File: src/rtl/spi_bist_pkg.sv
// Shared definitions for the SPI BIST engine.
//   state_t    : controller FSM states
//   lfsr_taps(): maximal-length Fibonacci LFSR tap mask for widths 4..32
//                (bit k set means state bit k feeds the XOR)
package spi_bist_pkg;

    typedef enum logic [2:0] {
        StIdle,
        StSetup,
        StXfer,
        StGap,
        StFin
    } state_t;

    function automatic logic [31:0] lfsr_taps(input int unsigned width);
        logic [31:0] taps;
        case (width)
            4:       taps = 32'h0000_000C;
            5:       taps = 32'h0000_0014;
            6:       taps = 32'h0000_0030;
            7:       taps = 32'h0000_0060;
            8:       taps = 32'h0000_00B8;
            9:       taps = 32'h0000_0110;
            10:      taps = 32'h0000_0240;
            11:      taps = 32'h0000_0500;
            12:      taps = 32'h0000_0829;
            13:      taps = 32'h0000_100D;
            14:      taps = 32'h0000_2015;
            15:      taps = 32'h0000_6000;
            16:      taps = 32'h0000_D008;
            17:      taps = 32'h0001_2000;
            18:      taps = 32'h0002_0400;
            19:      taps = 32'h0004_0023;
            20:      taps = 32'h0009_0000;
            21:      taps = 32'h0014_0000;
            22:      taps = 32'h0030_0000;
            23:      taps = 32'h0042_0000;
            24:      taps = 32'h00E1_0000;
            25:      taps = 32'h0120_0000;
            26:      taps = 32'h0200_0023;
            27:      taps = 32'h0400_0013;
            28:      taps = 32'h0900_0000;
            29:      taps = 32'h1400_0000;
            30:      taps = 32'h2000_0029;
            31:      taps = 32'h4800_0000;
            32:      taps = 32'h8020_0003;
            default: taps = 32'h0000_0000;
        endcase
        return taps;
    endfunction

endpackage

File: src/rtl/lfsr_gen.sv
// Fibonacci LFSR: shifts left, XOR of the tapped bits enters at bit 0.
//   i_clk, i_reset : clock, asynchronous active-high reset (state <- seed)
//   i_load         : reload the seed
//   i_step         : advance one step
//   o_state        : current LFSR word
module lfsr_gen #(
    parameter int unsigned      WIDTH = 8,
    parameter logic [WIDTH-1:0] TAPS  = WIDTH'(32'hB8),
    parameter logic [WIDTH-1:0] SEED  = WIDTH'(1)
) (
    input  logic             i_clk,
    input  logic             i_reset,
    input  logic             i_load,
    input  logic             i_step,
    output logic [WIDTH-1:0] o_state
);

    // An all-zero state would lock up, so a zero seed becomes 1.
    localparam logic [WIDTH-1:0] LP_SEED = (SEED == '0) ? WIDTH'(1) : SEED;

    logic [WIDTH-1:0] r_state;
    logic             w_fb;

    assign w_fb    = ^(r_state & TAPS);
    assign o_state = r_state;

    always_ff @(posedge i_clk or posedge i_reset) begin
        if (i_reset) begin
            r_state <= LP_SEED;
        end else if (i_load) begin
            r_state <= LP_SEED;
        end else if (i_step) begin
            r_state <= {r_state[WIDTH-2:0], w_fb};
        end
    end

endmodule

File: src/rtl/spi_bist_engine.sv
// SPI master built-in self test: sends NUM_WORDS LFSR words, captures the
// returned words and counts mismatches.
//   i_clk, i_reset         : clock, asynchronous active-high reset
//   i_start                : one-cycle run request (honoured only when idle)
//   i_cpol, i_cpha         : SPI mode, latched at start
//   i_miso                 : serial data in
//   o_sclk, o_mosi, o_cs_n : SPI bus
//   o_busy, o_done, o_pass : run status
//   o_err_count            : mismatched word count, saturating at 255
//   o_last_tx, o_last_rx   : most recent transmitted / received word
module spi_bist_engine
    import spi_bist_pkg::*;
#(
    parameter int unsigned       DATA_W    = 8,
    parameter int unsigned       NUM_WORDS = 16,
    parameter int unsigned       DIV       = 2,
    parameter logic [DATA_W-1:0] SEED      = DATA_W'('h10)
) (
    input  logic              i_clk,
    input  logic              i_reset,
    input  logic              i_start,
    input  logic              i_cpol,
    input  logic              i_cpha,
    input  logic              i_miso,
    output logic              o_sclk,
    output logic              o_mosi,
    output logic              o_cs_n,
    output logic              o_busy,
    output logic              o_done,
    output logic              o_pass,
    output logic [7:0]        o_err_count,
    output logic [DATA_W-1:0] o_last_tx,
    output logic [DATA_W-1:0] o_last_rx
);

    localparam int unsigned       CNT_W        = (DIV > 1) ? $clog2(DIV) : 1;
    localparam int unsigned       EDGE_W       = $clog2(2 * DATA_W);
    localparam logic [CNT_W-1:0]  LP_DIV_LAST  = CNT_W'(DIV - 1);
    localparam logic [EDGE_W-1:0] LP_EDGE_LAST = EDGE_W'(2 * DATA_W - 1);
    localparam logic [7:0]        LP_WORD_LAST = 8'(NUM_WORDS - 1);
    localparam logic [31:0]       LP_TAPS_ALL  = lfsr_taps(DATA_W);
    localparam logic [DATA_W-1:0] LP_TAPS      = LP_TAPS_ALL[DATA_W-1:0];

    state_t              r_state;
    state_t              w_next_state;
    logic                r_cpol;
    logic                r_cpha;
    logic                r_sclk;
    logic [CNT_W-1:0]    r_div_cnt;
    logic [EDGE_W-1:0]   r_edge_cnt;
    logic [7:0]          r_word_cnt;
    logic [DATA_W-1:0]   r_tx_shift;
    logic [DATA_W-1:0]   r_rx_shift;
    logic [7:0]          r_err_count;
    logic                r_pass;
    logic [DATA_W-1:0]   r_last_tx;
    logic [DATA_W-1:0]   r_last_rx;

    logic [DATA_W-1:0]   w_lfsr;
    logic                w_load;
    logic                w_step;
    logic                w_div_end;
    logic                w_edge_tick;
    logic                w_last_edge;
    logic                w_lead;
    logic                w_sample;
    logic                w_shift;
    logic [DATA_W-1:0]   w_rx_word;

    lfsr_gen #(
        .WIDTH (DATA_W),
        .TAPS  (LP_TAPS),
        .SEED  (SEED)
    ) u_lfsr (
        .i_clk   (i_clk),
        .i_reset (i_reset),
        .i_load  (w_load),
        .i_step  (w_step),
        .o_state (w_lfsr)
    );

    assign w_div_end   = (r_div_cnt == LP_DIV_LAST);
    assign w_edge_tick = (r_state == StXfer) && w_div_end;
    assign w_last_edge = (r_edge_cnt == LP_EDGE_LAST);
    assign w_lead      = ~r_edge_cnt[0];
    assign w_sample    = w_edge_tick && (r_cpha ? ~w_lead : w_lead);
    // With cpha=1 the MSB is already on mosi from SETUP, so the first
    // leading edge must not shift it away.
    assign w_shift     = w_edge_tick &&
                         (r_cpha ? (w_lead && (r_edge_cnt != '0)) : ~w_lead);
    // Includes the sample taken on the final edge (cpha=1).
    assign w_rx_word   = w_sample ? {r_rx_shift[DATA_W-2:0], i_miso} : r_rx_shift;

    always_ff @(posedge i_clk or posedge i_reset) begin
        if (i_reset) begin
            r_state <= StIdle;
        end else begin
            r_state <= w_next_state;
        end
    end

    always_comb begin
        w_next_state = r_state;
        w_load       = 1'b0;
        w_step       = 1'b0;
        o_cs_n       = 1'b1;
        o_busy       = 1'b1;
        o_done       = 1'b0;
        o_mosi       = r_tx_shift[DATA_W-1];
        case (r_state)
            StIdle: begin
                o_busy = 1'b0;
                if (i_start) begin
                    w_next_state = StSetup;
                    w_load       = 1'b1;
                end
            end
            StSetup: begin
                o_cs_n = 1'b0;
                o_mosi = w_lfsr[DATA_W-1];
                if (w_div_end) begin
                    w_next_state = StXfer;
                end
            end
            StXfer: begin
                o_cs_n = 1'b0;
                if (w_edge_tick && w_last_edge) begin
                    w_next_state = StGap;
                    w_step       = 1'b1;
                end
            end
            StGap: begin
                if (w_div_end) begin
                    w_next_state = (r_word_cnt == LP_WORD_LAST) ? StFin : StSetup;
                end
            end
            StFin: begin
                o_done       = 1'b1;
                w_next_state = StIdle;
            end
            default: begin
                w_next_state = StIdle;
            end
        endcase
    end

    always_ff @(posedge i_clk or posedge i_reset) begin
        if (i_reset) begin
            r_cpol      <= 1'b0;
            r_cpha      <= 1'b0;
            r_sclk      <= 1'b0;
            r_div_cnt   <= '0;
            r_edge_cnt  <= '0;
            r_word_cnt  <= '0;
            r_tx_shift  <= '0;
            r_rx_shift  <= '0;
            r_err_count <= '0;
            r_pass      <= 1'b0;
            r_last_tx   <= '0;
            r_last_rx   <= '0;
        end else begin
            if (r_state == StSetup || r_state == StXfer || r_state == StGap) begin
                r_div_cnt <= w_div_end ? '0 : r_div_cnt + 1'b1;
            end else begin
                r_div_cnt <= '0;
            end

            case (r_state)
                StIdle: begin
                    if (i_start) begin
                        r_cpol      <= i_cpol;
                        r_cpha      <= i_cpha;
                        r_sclk      <= i_cpol;
                        r_err_count <= '0;
                        r_pass      <= 1'b0;
                        r_word_cnt  <= '0;
                    end
                end
                StSetup: begin
                    if (w_div_end) begin
                        r_tx_shift <= w_lfsr;
                        r_edge_cnt <= '0;
                    end
                end
                StXfer: begin
                    if (w_edge_tick) begin
                        // Even number of toggles leaves sclk back at cpol.
                        r_sclk     <= ~r_sclk;
                        r_edge_cnt <= r_edge_cnt + 1'b1;
                        r_rx_shift <= w_rx_word;
                        if (w_shift) begin
                            r_tx_shift <= {r_tx_shift[DATA_W-2:0], 1'b0};
                        end
                        if (w_last_edge) begin
                            r_last_tx <= w_lfsr;
                            r_last_rx <= w_rx_word;
                            if ((w_rx_word != w_lfsr) && (r_err_count != 8'hFF)) begin
                                r_err_count <= r_err_count + 8'd1;
                            end
                        end
                    end
                end
                StGap: begin
                    if (w_div_end) begin
                        if (r_word_cnt == LP_WORD_LAST) begin
                            r_pass <= (r_err_count == 8'd0);
                        end else begin
                            r_word_cnt <= r_word_cnt + 8'd1;
                        end
                    end
                end
                StFin: begin
                    r_tx_shift <= '0;
                end
                default: begin
                end
            endcase
        end
    end

    assign o_sclk      = r_sclk;
    assign o_pass      = r_pass;
    assign o_err_count = r_err_count;
    assign o_last_tx   = r_last_tx;
    assign o_last_rx   = r_last_rx;

endmodule

File: config.mk
export PLATFORM = sky130hd
export DESIGN_NAME = spi_bist_engine
export DESIGN_NICKNAME = d
export VERILOG_FILES = /design/src/rtl/spi_bist_pkg.sv /design/src/rtl/lfsr_gen.sv /design/src/rtl/spi_bist_engine.sv
export SDC_FILE = /design/constraint.sdc
export NUM_CORES = 1
export LEC_CHECK = 0
export CAP_MARGIN = 5
export CORE_ASPECT_RATIO = 0.9
export CORE_MARGIN = 2
export CORE_UTILIZATION = 50
export CTS_BUF_LIST = sky130_fd_sc_hd__clkbuf_4 sky130_fd_sc_hd__clkbuf_8
export DETAILED_ROUTE_END_ITERATION = 12
export HOLD_SLACK_MARGIN = 0.12
export PLACE_DENSITY = 0.72
export SLEW_MARGIN = 20
export SYNTH_ARGS = -nofsm -noshare
export SYNTH_HDL_FRONTEND = slang
export SYNTH_SLANG_ARGS = --single-unit
File: constraint.sdc
create_clock -name i_clk -period 4.9 [get_ports i_clk]
set_input_delay 0.49 -clock i_clk [delete_from_list [all_inputs] [get_ports i_clk]]
set_output_delay 0.49 -clock i_clk [all_outputs]
set_load 0.01 [all_outputs]
* Word level (Yosys, flattened, before mapping)
Cells that the tools add are included.
** Cells by class
- Muxes and demuxes :: 43
- Add/sub/neg operators :: 4
- Eq/ne operators :: 18
- Reductions and logical operators :: 28
- Bitwise gates (word level) :: 2
** Operators with widths (number)
- $mux 8 :: 12
- $pmux 8 s2 :: 2
- $pmux 8 s3 :: 1
- $mux 1 :: 17
- $add 8x1->8 const B :: 2
- $ne 2x2->1 const B :: 8
- $reduce_and 4->1 :: 4
- $mux 3 :: 5
- $pmux 3 s4 :: 1
- $reduce_and 3->1 :: 3
- $eq 8x4->1 const B :: 1
- $logic_not 8->1 :: 1
- $mux 4 :: 2
- $ne 8x8->1 :: 1
- $ne 8x8->1 const B :: 1
- $pmux 4 s2 :: 1
- $reduce_bool 2->1 :: 4
- $reduce_xor 8->1 :: 1
- $eq 3x2->1 const B :: 2
- $logic_and 1x1->1 :: 6
- $reduce_and 5->1 :: 1
- $add 4x1->4 const B :: 1
- $eq 4x4->1 const B :: 1
- $ne 2x1->1 const B :: 2
- 11 further kinds :: 15
** Storage, ports and cells
- Bits in registers :: 67
- Bits of input ports :: 6
- Word-level logic and storage cells :: 108

* Depth between registers and ports, before layout
- Depth after elaboration :: 10
- Mapped depth :: 10

* By module
From an unflattened synthesis, not the netlist that was laid out.
** Unflattened totals
- Cells, all modules :: 326
- Area total of the unflattened synthesis :: 3390.8 um^2
** Modules (own cells, without submodules)
- spi_bist_engine :: sequential area each 1476.4 um^2, times used 1, area an instance 3034.2 um^2, cells each 296
- lfsr_gen :: sequential area each 201.4 um^2, times used 1, area an instance 356.6 um^2, cells each 30

* Least setup slack after synthesis
Ideal clock, no wire load.
- Kind :: reg-to-reg
- Start point :: register u_lfsr.r_state[4] (netlist: u_lfsr.o_state[4])
- End point :: register r_err_count[5] (netlist: o_err_count[5])
- Setup slack :: 2.694 ns
- Buffers on the path :: 2
- Data required time :: 4.821 ns
- Cell stages (with the launch flop) :: 9
- Setup time :: 0.079 ns
- Data arrival time :: 2.127 ns
- Cell sequence :: dfstp_2 -> clkbuf_1 -> o22ai_1 -> or4_4 -> a221oi_4 -> a21oi_2 -> buf_6 -> nand4_1 -> mux2i_1
** On the way
- Cells in the longest elaborated chain, start to end :: 4
** Ends and longest elaborated chain
- start, declared :: RTL line lfsr_gen.sv:21 : logic [WIDTH-1:0] r_state;
- start signal, assigned :: RTL line lfsr_gen.sv:33 : r_state <= {r_state[WIDTH-2:0], w_fb};
- $ne 8x8->1 :: RTL line spi_bist_engine.sv:197 : if ((w_rx_word != w_lfsr) && (r_err_count != 8'hFF)) begin
- $logic_and 1x1->1 :: RTL line spi_bist_engine.sv:197
- $ne 2x1->1 (no line)
- $reduce_and 5->1 (no line)
- end signal, assigned :: RTL line spi_bist_engine.sv:198 : r_err_count <= r_err_count + 8'd1;
- end, declared :: RTL line spi_bist_engine.sv:54 : logic [7:0] r_err_count;
Every way passes these cells.
A chain may end at the register's enable or synchronous reset.

* Final worst setup path
- Start point :: register r_state[0]
- End point :: register r_err_count[7] (netlist: o_err_count[7])
** On the way
- Cells in the longest elaborated chain, start to end :: 8
- Elaborated cells between the ends (all ways) :: 14
- Classes of those cells :: eq/ne: 6; mux: 2; reduce/logical: 6
** Ends and longest elaborated chain
- start, declared :: RTL line spi_bist_engine.sv:44 : state_t r_state;
- start signal, assigned :: RTL line spi_bist_engine.sv:96 : r_state <= StIdle;
- start signal, assigned :: RTL line spi_bist_engine.sv:98 : r_state <= w_next_state;
- $eq 3x2->1 :: RTL line spi_bist_engine.sv:83, spi_bist_engine.sv:168
- $logic_and 1x1->1 :: RTL line spi_bist_engine.sv:83 : assign w_edge_tick = (r_state == StXfer) && w_div_end;
- $logic_and 1x1->1 :: RTL line spi_bist_engine.sv:86 : assign w_sample = w_edge_tick && (r_cpha ? ~w_lead : w_lead);
- $mux 8 :: RTL line spi_bist_engine.sv:92 : assign w_rx_word = w_sample ? {r_rx_shift[DATA_W-2:0], i_miso} : r_rx_shift;
- $ne 8x8->1 :: RTL line spi_bist_engine.sv:197
- $logic_and 1x1->1 :: RTL line spi_bist_engine.sv:197
- $ne 2x1->1 (no line)
- $reduce_and 5->1 (no line)
Several ways; a longest one is shown, not always the timed one.

==> run metrics <==
Worst Hold Class=register to register; Critical Path, Cell by Cell=and4bb_1 > nand2_2 > or4_4 > a221oi_4 > a21oi_2 > a31o_1 > a21oi_1; Total GRT Usage=0.208; Skew-Pair Late Insertion Delay=between 0.3 and 0.4 ns; largest family of logic cells by synthesized area=simple AND/OR/NAND/NOR gates; postcts setup bufs=0; Slew Limit Fails=0; Slew Limit Headroom=0.296; post-synthesis sequential area ratio=0.498; multi-input logic area=1530 um^2; clk_skew=0.00815 ns; Crit Path Category=register to register; routed vias/inst=between 5 and 6; Critical Path RT=5.17 ns; routed via count=2,590; ant diodes=0; die height=81.9 um; first-pass GRT wire length=12,000 um; XOR/XNOR Fraction of Synth Area=0.0568; clock-pin slew on the worst setup and hold paths=approximately 0.08 ns; Core Box Area=roughly 6600 um^2; wire length per cell=14.7 um; H-tree Lvls=3; Area Overhead vs Synth=17.6%; nets=between 300 and 400; Initial Util=0.515; die width=90.6 um; Compound-Gate Fraction of Synth Area=0.140; warnings from Yosys=0; Slowest-stage cell, CP=or4_4; Rows=28; # resized after CTS=0; crit-path max FO=12; DP Worst Slack=2.27 ns; Post-Synth Simple-Gate Area=0.203; overall routed net length=about 7100 um; PnR worst setup slack=2.24 ns; root buf cell=clkbuf_8; Buf+Inv Stages, Crit Path=0; PortBufs=35; post-route minimum period=2.66 ns; Max-cap violations=0; period utilisation layout=0.543; Avg Cell Area, Syn=9.42 um^2; clk sink count=67; DRT antenna net count=0; endpoints failing setup=0; run status=complete, no violations; grt total ovfl=0; largest net degree at the start of global routing=42; hold buffer count at CTS=0; Initial DRC Count=between 150 and 200; FF/Latch Area=between 1500 and 2000 um^2; top cell family by delay on the critical path=simple AND/OR/NAND/NOR gates; cts bufs inserted=9; Post-Syn Instances=358; DRC Markers=0; Distinct cells, synth=47; First-pass DRT Iterations=4; layout cells sized above 1=0.102; RSZ-0062 raised after global routing=false; CP startpoint kind=register; final setup TNS=0 ns; Main synth FF type=dfrtp_1; worst slew pin tran=1.05 ns; EDFF count, synth=0; Slowest Stage Delay on Critical Path=0.59 ns; Final HPWL DP=4800 um; maximum clock rate=376 MHz; FF+latch count, synth=67; Post-DP Area=3750 um^2; CP endpoint kind=register; initial antenna violation count=0; Die ar.=7420 um^2; I/O pins=36; Mapped Nets=369; area of all placed cells without fillers=3970 um^2; Critical Path AT=between 2 and 3 ns; power per cell area=339 nW/um^2; vias in the first global route=2,423; fillcell total=562; TritonCTS clock tree=done; GPL Wtd Cong=roughly 0.83; Mapped Area=3370 um^2; maximum VDD drop=0.226 mV; adder and majority cell fraction of the synthesized area=0.0186; Clock Path Buffers=2; post-synthesis mux area share=0.0353; Leak=1.79 nW; endpoints failing hold=0; ys async rst share=1.00
-- worst min-delay path: stages (launching register included) --
cell,delay (ns)
dfrtp_1,0.34
nand2_1,0.05
nand2_1,0.05
-- power breakdown --
part           internal, W  switching, W
registers         0.000609     0.0000479
clock network     0.000275      0.000212
logic             0.000106     0.0000955
total             0.000989      0.000356
-- cells in the final DEF, fill, tap and decap left out, drive strengths merged, types with 2 or more instances in the layout --
cell type      Yosys  final
nand4              6      6
a22o               3      3
a31o               4      4
clkinv             0      2
nand2             81     81
nand2b             2      2
and2               3      3
a21oi             14     14
inv               18     18
a211oi             3      3
o211ai             3      3
nor2              25     25
xor2               8      8
dfrtp             66     66
a22oi              7      7
nor3               5      5
and3               2      2
mux2i              4      4
clkdlybuf4s50      0     35
nor2b              6      6
mux2               7      7
clkbuf            14     12
nand3             12     12
ha                 5      5
xnor2             13     13
o31ai              2      2
o21ai             19     19
o22ai              7      7
buf                5      2
-- sequential cells by signal, indices dropped and copies added, names as in the netlist --
name            flops
o_err_count         8
o_last_rx           8
o_last_tx           8
o_pass              1
o_sclk              1
r_cpha              1
r_div_cnt           1
r_edge_cnt          4
r_rx_shift          8
r_state             3
r_tx_shift          8
r_word_cnt          8
u_lfsr.o_state      8
-- Yosys cell counts, types with 2 or more instances --
master / count / area [um^2]
xor2_1: 8 / 70.1
and2_1: 3 / 18.8
dfrtp_1: 66 / 1650
xnor2_1: 12 / 105
o22ai_1: 7 / 43.8
inv_1: 18 / 67.6
a21oi_1: 12 / 60.1
nor3_2: 2 / 20.0
nand2_1: 80 / 300
clkbuf_1: 14 / 52.6
a31o_1: 4 / 35.0
nand2b_1: 2 / 12.5
ha_1: 5 / 62.6
o21ai_0: 19 / 95.1
a22o_1: 3 / 26.3
buf_2: 2 / 10.0
nand3_1: 12 / 60.1
nor2_1: 25 / 93.8
a211oi_1: 3 / 22.5
o211ai_1: 3 / 22.5
nor2b_1: 6 / 37.5
buf_6: 3 / 33.8
nor3_1: 3 / 15.0
a22oi_1: 7 / 52.6
mux2i_1: 4 / 40.0
a21oi_2: 2 / 17.5
mux2_2: 7 / 78.8
and3_1: 2 / 12.5
nand4_1: 6 / 37.5
-- metal layers --
metal	vias up	part of all wire	global-route usage
li1	1280	-	-
met1	1251	0.51	0.304
met2	50	0.45	0.298
met3	9	0.033	0.0514
met4	0	0.011	0.0831
met5	-	0	0
-- cell type report --
class	count	share of cell area
flip-flops and latches	67	0.423
clock inverters	4	0.0120
inverters	18	0.0170
repair buffers	37	0.0921
well taps	90	0.0284
multi-input cells	254	0.386
clock buffers	12	0.0416
-- kinds of logic after synthesis --
family                     count (synthesis)
muxes                                     11
and+or+nand+nor                          149
xor gates and xnor gates                  21
adders and majority gates                  5
DFF                                       67
buffers and inverters                     37
AOI/OAI and AO/OA                         68
-- final timing paths --
check,cells past startpoint,startpoint,slack (ns),end
worst max-delay path,7,r_state[0],2.24,o_err_count[7]
worst min-delay path,2,o_last_rx[2],0.47,o_last_rx[2]
worst max register to register,7,r_state[0],2.24,o_err_count[7]
worst min register to register,2,o_last_rx[2],0.47,o_last_rx[2]
max in group asynchronous,3,i_reset,3.46,u_lfsr.o_state[4]
min in group asynchronous,2,i_reset,0.51,o_err_count[4]
-- metrics by stage --
step / instances / power, W / utilization / hold WS [ns]
after global routing: 482 / 0.00141 / 0.605 / 0.510
after global placement: 466 / 0.000863 / 0.573 / 0.461
after floorplan: 358 / 0.000782 / - / 0.444
final: 482 / 0.00134 / 0.605 / 0.475
after detailed placement: 466 / 0.000868 / 0.573 / 0.461
after CTS: 482 / 0.00135 / 0.605 / 0.480
Note: power is estimated with default switching activity, not from simulation.
